$ cat config.mk
export PLATFORM = sky130hd
export DESIGN_NAME = uart_xcvr
export DESIGN_NICKNAME = d
export VERILOG_FILES = /design/src/rtl/uart_xcvr.sv
export SDC_FILE = /design/constraint.sdc
export NUM_CORES = 1
export LEC_CHECK = 0
export ABC_AREA = 1
export BUFFER_PORTS_ARGS = -buffer_cell sky130_fd_sc_hd__buf_2
export CAP_MARGIN = 20
export CORE_MARGIN = 4
export CORE_UTILIZATION = 40
export DETAILED_ROUTE_END_ITERATION = 7
export GPL_TIMING_DRIVEN = 0
export SETUP_SLACK_MARGIN = 0.02
export SYNTH_ARGS = -nofsm -noshare
export SYNTH_HDL_FRONTEND = slang
export SYNTH_SLANG_ARGS = --single-unit
$ cat constraint.sdc
create_clock -name clk -period 1.6 [get_ports clk]
set_input_delay 0.16 -clock clk [delete_from_list [all_inputs] [get_ports clk]]
set_output_delay 0.16 -clock clk [all_outputs]
set_load 0.05 [all_outputs]
$ cat src/rtl/uart_xcvr.sv
// rtl/uart_xcvr.sv - parametrised full-duplex UART transceiver with parity and framing checks
module uart_xcvr #(
  parameter int CLK_FREQ  = 1000000,
  parameter int BAUD_RATE = 9600,
  parameter int DATA_BITS = 8,
  parameter int PARITY    = 0,
  parameter int STOP_BITS = 1
) (
  input  logic                 clk,
  input  logic                 rst,
  input  logic                 newd,
  input  logic [DATA_BITS-1:0] dintx,
  input  logic                 rx,
  output logic                 tx,
  output logic                 busytx,
  output logic                 donetx,
  output logic [DATA_BITS-1:0] doutrx,
  output logic                 donerx,
  output logic                 parity_err,
  output logic                 frame_err
);

  localparam int BIT_CYCLES = CLK_FREQ / BAUD_RATE;
  localparam int CW = $clog2(BIT_CYCLES);
  localparam logic [CW-1:0] BC_LAST   = CW'(BIT_CYCLES - 1);
  localparam logic [CW-1:0] HALF_LAST = CW'(BIT_CYCLES / 2 - 1);
  localparam logic [3:0]    DB_LAST   = 4'(DATA_BITS - 1);
  localparam logic          SB_LAST   = 1'(STOP_BITS - 1);
  localparam bit            HAS_PAR   = (PARITY != 0);

  typedef enum logic [2:0] {S_IDLE, S_START, S_DATA, S_PARITY, S_STOP, S_BREAK} state_t;

  function automatic logic par_of(input logic [DATA_BITS-1:0] d);
    return (PARITY == 1) ? ~^d : ^d;
  endfunction

  // ---------------- transmitter ----------------
  state_t                 tx_state, tx_state_n;
  logic [CW-1:0]          tx_cnt, tx_cnt_n;
  logic [3:0]             tx_bit, tx_bit_n;
  logic                   tx_stop, tx_stop_n;
  logic [DATA_BITS-1:0]   tx_sh, tx_sh_n;
  logic                   tx_par, tx_par_n;
  logic                   tx_n, busy_n, donetx_n, tx_load, tx_end;

  assign tx_end = (tx_cnt == BC_LAST);

  always_ff @(posedge clk or negedge rst) begin
    if (!rst) begin
      tx_state <= S_IDLE;
      tx_cnt   <= '0;
      tx_bit   <= '0;
      tx_stop  <= 1'b0;
      tx_sh    <= '0;
      tx_par   <= 1'b0;
      tx       <= 1'b1;
      busytx   <= 1'b0;
      donetx   <= 1'b0;
    end else begin
      tx_state <= tx_state_n;
      tx_cnt   <= tx_cnt_n;
      tx_bit   <= tx_bit_n;
      tx_stop  <= tx_stop_n;
      tx_sh    <= tx_sh_n;
      tx_par   <= tx_par_n;
      tx       <= tx_n;
      busytx   <= busy_n;
      donetx   <= donetx_n;
    end
  end

  always_comb begin
    tx_state_n = tx_state;
    tx_cnt_n   = (tx_state == S_IDLE || tx_end) ? '0 : tx_cnt + CW'(1);
    tx_bit_n   = tx_bit;
    tx_stop_n  = tx_stop;
    tx_sh_n    = tx_sh;
    tx_par_n   = tx_par;
    tx_n       = tx;
    busy_n     = busytx;
    donetx_n   = 1'b0;
    tx_load    = 1'b0;
    case (tx_state)
      S_IDLE:  tx_load = newd;
      S_START: if (tx_end) begin
        tx_state_n = S_DATA;
        tx_bit_n   = '0;
        tx_n       = tx_sh[0];
      end
      S_DATA: if (tx_end) begin
        tx_sh_n = tx_sh >> 1;
        if (tx_bit == DB_LAST) begin
          if (HAS_PAR) begin
            tx_state_n = S_PARITY;
            tx_n       = tx_par;
          end else begin
            tx_state_n = S_STOP;
            tx_stop_n  = 1'b0;
            tx_n       = 1'b1;
          end
        end else begin
          tx_bit_n = tx_bit + 4'd1;
          tx_n     = tx_sh[1];
        end
      end
      S_PARITY: if (tx_end) begin
        tx_state_n = S_STOP;
        tx_stop_n  = 1'b0;
        tx_n       = 1'b1;
      end
      S_STOP: if (tx_end) begin
        if (tx_stop == SB_LAST) begin
          tx_state_n = S_IDLE;
          busy_n     = 1'b0;
          donetx_n   = 1'b1;
          tx_load    = newd;
        end else begin
          tx_stop_n = 1'b1;
        end
      end
      default: tx_state_n = S_IDLE;
    endcase
    // acceptance in the last stop cycle chains the next frame with no idle gap
    if (tx_load) begin
      tx_state_n = S_START;
      tx_cnt_n   = '0;
      tx_sh_n    = dintx;
      tx_par_n   = par_of(dintx);
      tx_n       = 1'b0;
      busy_n     = 1'b1;
    end
  end

  // ---------------- receiver ----------------
  logic                   rx_m, rx_s, rx_prev;
  state_t                 rx_state, rx_state_n;
  logic [CW-1:0]          rx_cnt, rx_cnt_n;
  logic [3:0]             rx_bit, rx_bit_n;
  logic                   rx_stop, rx_stop_n;
  logic [DATA_BITS-1:0]   rx_sh, rx_sh_n;
  logic                   rx_par, rx_par_n;
  logic                   rx_ferr, rx_ferr_n;
  logic [DATA_BITS-1:0]   doutrx_n;
  logic                   donerx_n, parity_err_n, frame_err_n, rx_samp;

  // rx_prev clears on reset so a line must be seen high before a start edge counts
  always_ff @(posedge clk or negedge rst) begin
    if (!rst) begin
      rx_m       <= 1'b1;
      rx_s       <= 1'b1;
      rx_prev    <= 1'b0;
      rx_state   <= S_IDLE;
      rx_cnt     <= '0;
      rx_bit     <= '0;
      rx_stop    <= 1'b0;
      rx_sh      <= '0;
      rx_par     <= 1'b0;
      rx_ferr    <= 1'b0;
      doutrx     <= '0;
      donerx     <= 1'b0;
      parity_err <= 1'b0;
      frame_err  <= 1'b0;
    end else begin
      rx_m       <= rx;
      rx_s       <= rx_m;
      rx_prev    <= rx_s;
      rx_state   <= rx_state_n;
      rx_cnt     <= rx_cnt_n;
      rx_bit     <= rx_bit_n;
      rx_stop    <= rx_stop_n;
      rx_sh      <= rx_sh_n;
      rx_par     <= rx_par_n;
      rx_ferr    <= rx_ferr_n;
      doutrx     <= doutrx_n;
      donerx     <= donerx_n;
      parity_err <= parity_err_n;
      frame_err  <= frame_err_n;
    end
  end

  assign rx_samp = (rx_state == S_START) ? (rx_cnt == HALF_LAST) : (rx_cnt == BC_LAST);

  always_comb begin
    rx_state_n   = rx_state;
    rx_cnt_n     = (rx_state == S_IDLE || rx_state == S_BREAK || rx_samp) ? '0 : rx_cnt + CW'(1);
    rx_bit_n     = rx_bit;
    rx_stop_n    = rx_stop;
    rx_sh_n      = rx_sh;
    rx_par_n     = rx_par;
    rx_ferr_n    = rx_ferr;
    doutrx_n     = doutrx;
    donerx_n     = 1'b0;
    parity_err_n = parity_err;
    frame_err_n  = frame_err;
    case (rx_state)
      S_IDLE: if (!rx_s && rx_prev) rx_state_n = S_START;
      S_START: if (rx_samp) begin
        rx_state_n = rx_s ? S_IDLE : S_DATA;
        rx_bit_n   = '0;
      end
      S_DATA: if (rx_samp) begin
        rx_sh_n = {rx_s, rx_sh[DATA_BITS-1:1]};
        if (rx_bit == DB_LAST) begin
          rx_state_n = HAS_PAR ? S_PARITY : S_STOP;
          rx_stop_n  = 1'b0;
          rx_ferr_n  = 1'b0;
        end else begin
          rx_bit_n = rx_bit + 4'd1;
        end
      end
      S_PARITY: if (rx_samp) begin
        rx_par_n   = rx_s;
        rx_state_n = S_STOP;
      end
      S_STOP: if (rx_samp) begin
        if (!rx_s) rx_ferr_n = 1'b1;
        if (rx_stop == SB_LAST) begin
          doutrx_n     = rx_sh;
          parity_err_n = HAS_PAR && (rx_par != par_of(rx_sh));
          frame_err_n  = rx_ferr | !rx_s;
          donerx_n     = 1'b1;
          rx_state_n   = rx_s ? S_IDLE : S_BREAK;
        end else begin
          rx_stop_n = 1'b1;
        end
      end
      S_BREAK: if (rx_s) rx_state_n = S_IDLE;
      default: rx_state_n = S_IDLE;
    endcase
  end

endmodule

==> run_results.csv <==
group,metric,value,unit
run_status,outcome,"finished, final reports clean",
timing,period_minus_slack,1.52,ns
layout,syn_to_final_growth,24.8,%
setup_path,crit_path_end_kind,"flip-flop",
timing,fin_crit_sh,95.0,%
setup_path,slowest_stage,"dfrtp_1",
power,leakagePower,1.87,nW
run,maxCapViolations,0,
timing,finalSetupViolCount,0,
synthesis,yosys.area.top_type_share,48.5,%
cts,clkSlewWorstSetupHoldPaths,0.07,ns
timing,rsz0062_at_grt,"true",
routing,drt_first_pass_iters,4,
layout,postLayoutCoreUtil,51.5,%
setup_path,path_cells,"ha_4 > nand2_4 > inv_4 > nand4_4 > nand2_2 > nand2_4 > buf_6 > o22ai_1 > inv_1",
timing,finalClockSkew,0.00782,ns
layout,drive_gt1_share,28.6,%
global_route,grt_pass1_vias,2321,
power,power_frac_comb,31.7,%
die,ioPinCount,26,
power,swShare,36.0,%
die,die_w,94.5,um
place,port_buffers,24,
synthesis,async_flop_share,100,%
synthesis,synth_top_area_cell,"dfrtp_1",
synthesis,synth_area_per_cell,8.40,um2
layout,stdcell_area,0.00373,mm2
routing,drtIter0Drc,72,
timing,maxSlewViolCount,0,
setup_path,startpoint_type,"flip-flop",
power,finalPower,5.42,mW
routing,via_count,2435,
synthesis,synth_warnings,0,
power,clkPwrFrac,30.4,%
die,start_util,41.2,%
place,placed_area,0.00326,mm2
cts,clkLatencyLatePin,0.35,ns
setup_path,critical-path-max-stage-delay,0.40,ns
routing,via_per_inst,4.79,
cts,cts_root_buffer,"clkbuf_8",
synthesis,ys_ff_latch,61,
routing,routed_wl,5990,um
synthesis,ys.flop_type,"dfrtp_1",
synthesis,syn_nets,372,
cts,h-tree-depth,3,
synthesis,synth_common_cells,"nand2_1 (95), dfrtp_1 (58), nor2_1 (39), inv_1 (37), nand3_1 (20)",
timing,fmax,658,MHz
routing,route.detailed.drc,0,
die,die_area,0.00893,mm2
routing,ant_nets,0,
cts,clk_path_buf_depth,2,
setup_path,cp_max_fo,10,
setup_path,path_class,"flip-flop to flip-flop",
cts,numCtsBuffers,9,
synthesis,synth_area,0.00299,mm2
timing,hold_viol,0,
power,p_int,3.47,mW
setup_path,worst_ep_arrival_time,1.75,ns
power,p_seq_share,37.9,%
timing,tightestPinTransition,0.684,ns
power,power_density,1450,mW/mm2
die,fp-row-count,31,
place,dp_hpwl,4080,um
synthesis,ys_seq_area_share,51.2,%
global_route,globalRouteOverflowTotal,0,
global_route,track_usage,14.7,%
layout,fillCellCount,701,
synthesis,yosysUniqueCellTypes,36,
layout,final_cells,508,
cts,cts_tree,"built",
synthesis,yosys-top-cells-area,"dfrtp_1 (49%), nand2_1 (12%), nor2_1 (4.9%)",
place,dp_cells,480,
layout,final_nets,420,
global_route,grt_pass1_wl,10300,um
synthesis,synth_edf_count,0,
die,die_h,94.5,um
place,gp_congestion,0.821,
power,power.switching,1.95,mW
synthesis,synth_most_common_cell,"nand2_1",
routing,wl_per_cell,11.8,um
global_route,grt_max_degree,34,
layout,antenna_cells,0,
timing,slew_headroom,54.4,%
global_route,antenna_found_initial,0,
setup_path,crit_top_cell,"nand2_4",
synthesis,postSynthCellCount,356,
die,core,0.00725,mm2
power,peakVddDrop,0.00127,V
setup_path,cp.required,1.83,ns
cts,cts_num_sinks,61,
hold_path,min_path_type,"primary input to flip-flop",
cell usage in the layout (no fill, tap or decap), types with 3 or more instances in the layout:
master | Yosys | layout
clkbuf_8 | 0 | 9
nor2_4 | 3 | 6
dfstp_2 | 3 | 3
nor3_1 | 5 | 5
o21ai_1 | 6 | 6
inv_4 | 0 | 3
buf_4 | 3 | 12
inv_1 | 37 | 33
o21ai_0 | 16 | 15
nand2_2 | 6 | 8
nand4_1 | 4 | 4
nand2_4 | 0 | 3
buf_2 | 0 | 24
clkinv_2 | 0 | 3
nor2_1 | 39 | 33
dfrtp_2 | 0 | 3
nand2_1 | 95 | 90
nand3_1 | 20 | 17
dfrtp_1 | 58 | 55
nand3_2 | 1 | 4
o211ai_1 | 4 | 4
inv_2 | 7 | 8
dlygate4sd3_1 | 0 | 3
xor2_1 | 4 | 4
bufinv_16 | 0 | 3
nor2_2 | 5 | 8
a21oi_1 | 9 | 8
stage by stage:
stage	hold WS (ns)	worst slack, ns	TNS (ns)
3_5_place_dp	0.240	-0.0620	-0.250
2_1_floorplan	-0.136	0.126	0
4_1_cts	0.00465	0.0458	0
5_1_grt	0.0203	-0.0474	-0.0652
3_3_place_gp	0.282	-0.0605	-0.230
6_report	0.0199	0.0806	0
registers in the layout, indices dropped and copies added (netlist names):
name       count
tx_sh          8
tx_state       3
rx_state       3
busytx         1
tx_bit         4
rx_bit         4
rx_cnt         7
rx_s           1
tx_cnt         7
rx_m           1
frame_err      1
rx_prev        1
tx             1
rx_ferr        1
donerx         1
donetx         1
rx_sh          8
doutrx         8
area by class of cell:
class                           instances  area, um2  area share [%]
Sequential cell                        61       1530            41.1
Clock buffer                            9        124            3.32
Clock inverter                          7        114            3.05
Inverter                               44        173            4.63
Timing Repair Buffer                   37        238            6.37
Multi-Input combinational cell        246       1380            36.9
Buffer                                  5       48.8            1.31
Tap cell                               99        124            3.32
what timing repair did:
action | in CTS | in global routing
setup endpoints to repair | 8 | 32
endpoints found under the hold margin | 30 | 0
pin swaps | 0 | 7
gates cloned | 0 | 0
hold buffers | 3 | 0
resized for setup | 4 | 38
setup buffers | 2 | 7
worst max-delay path, delay by kind of cell, from the launching register on:
family	cells	cell delay, ns
adders and majority gates	1	0.17
and+or+nand+nor	4	0.41
DFF	1	0.40
buffers and inverters	3	0.27
AOI/OAI and AO/OA	1	0.15
worst paths after layout:
path / startpoint / end / slack, ns / cells after the start
min: dintx[5] / tx_sh[5] / 0.02 / 3
min in group asynchronous: rst / rx_state[1] / 0.38 / 2
min reg2reg: rx_m / rx_s / 0.36 / 0
max reg2reg: tx_cnt[1] / tx_sh[1] / 0.08 / 9
max in group asynchronous: rst / tx / 0.53 / 3
max: tx_cnt[1] / tx_sh[1] / 0.08 / 9
power groups by stage:
| stage | combinational, mW | clock, mW | sequential [mW] |
|---|---|---|---|
| final | 1.72 | 1.65 | 2.06 |
| after global routing | 1.99 | 1.77 | 2.09 |
| after CTS | 1.53 | 1.70 | 2.01 |
| after detailed placement | 1.49 | 0 | 2.03 |
| after global placement | 1.46 | 0 | 2.03 |
| after floorplan | 1.16 | 0 | 2.03 |
cells by family after synthesis:
family	Yosys count	share of synthesized area [%]
other	1	0.125
XOR/XNOR	4	1.17
AND/OR/NAND/NOR	192	30.2
AO/OA/AOI/OAI	45	8.62
buffers and inverters	49	7.03
adder cells (fa/ha/maj)	4	1.67
flip-flops	61	51.2
layer usage:
layer / GRT usage (%) / up-vias / routed length [um]
met5: 0 / - / 0
met4: 6.25 / 0 / 104
met3: 5.66 / 11 / 250
met2: 22.6 / 31 / 2790
met1: 18.4 / 1150 / 2850
li1: - / 1243 / -
Note: power is estimated with default switching activity, not from simulation.
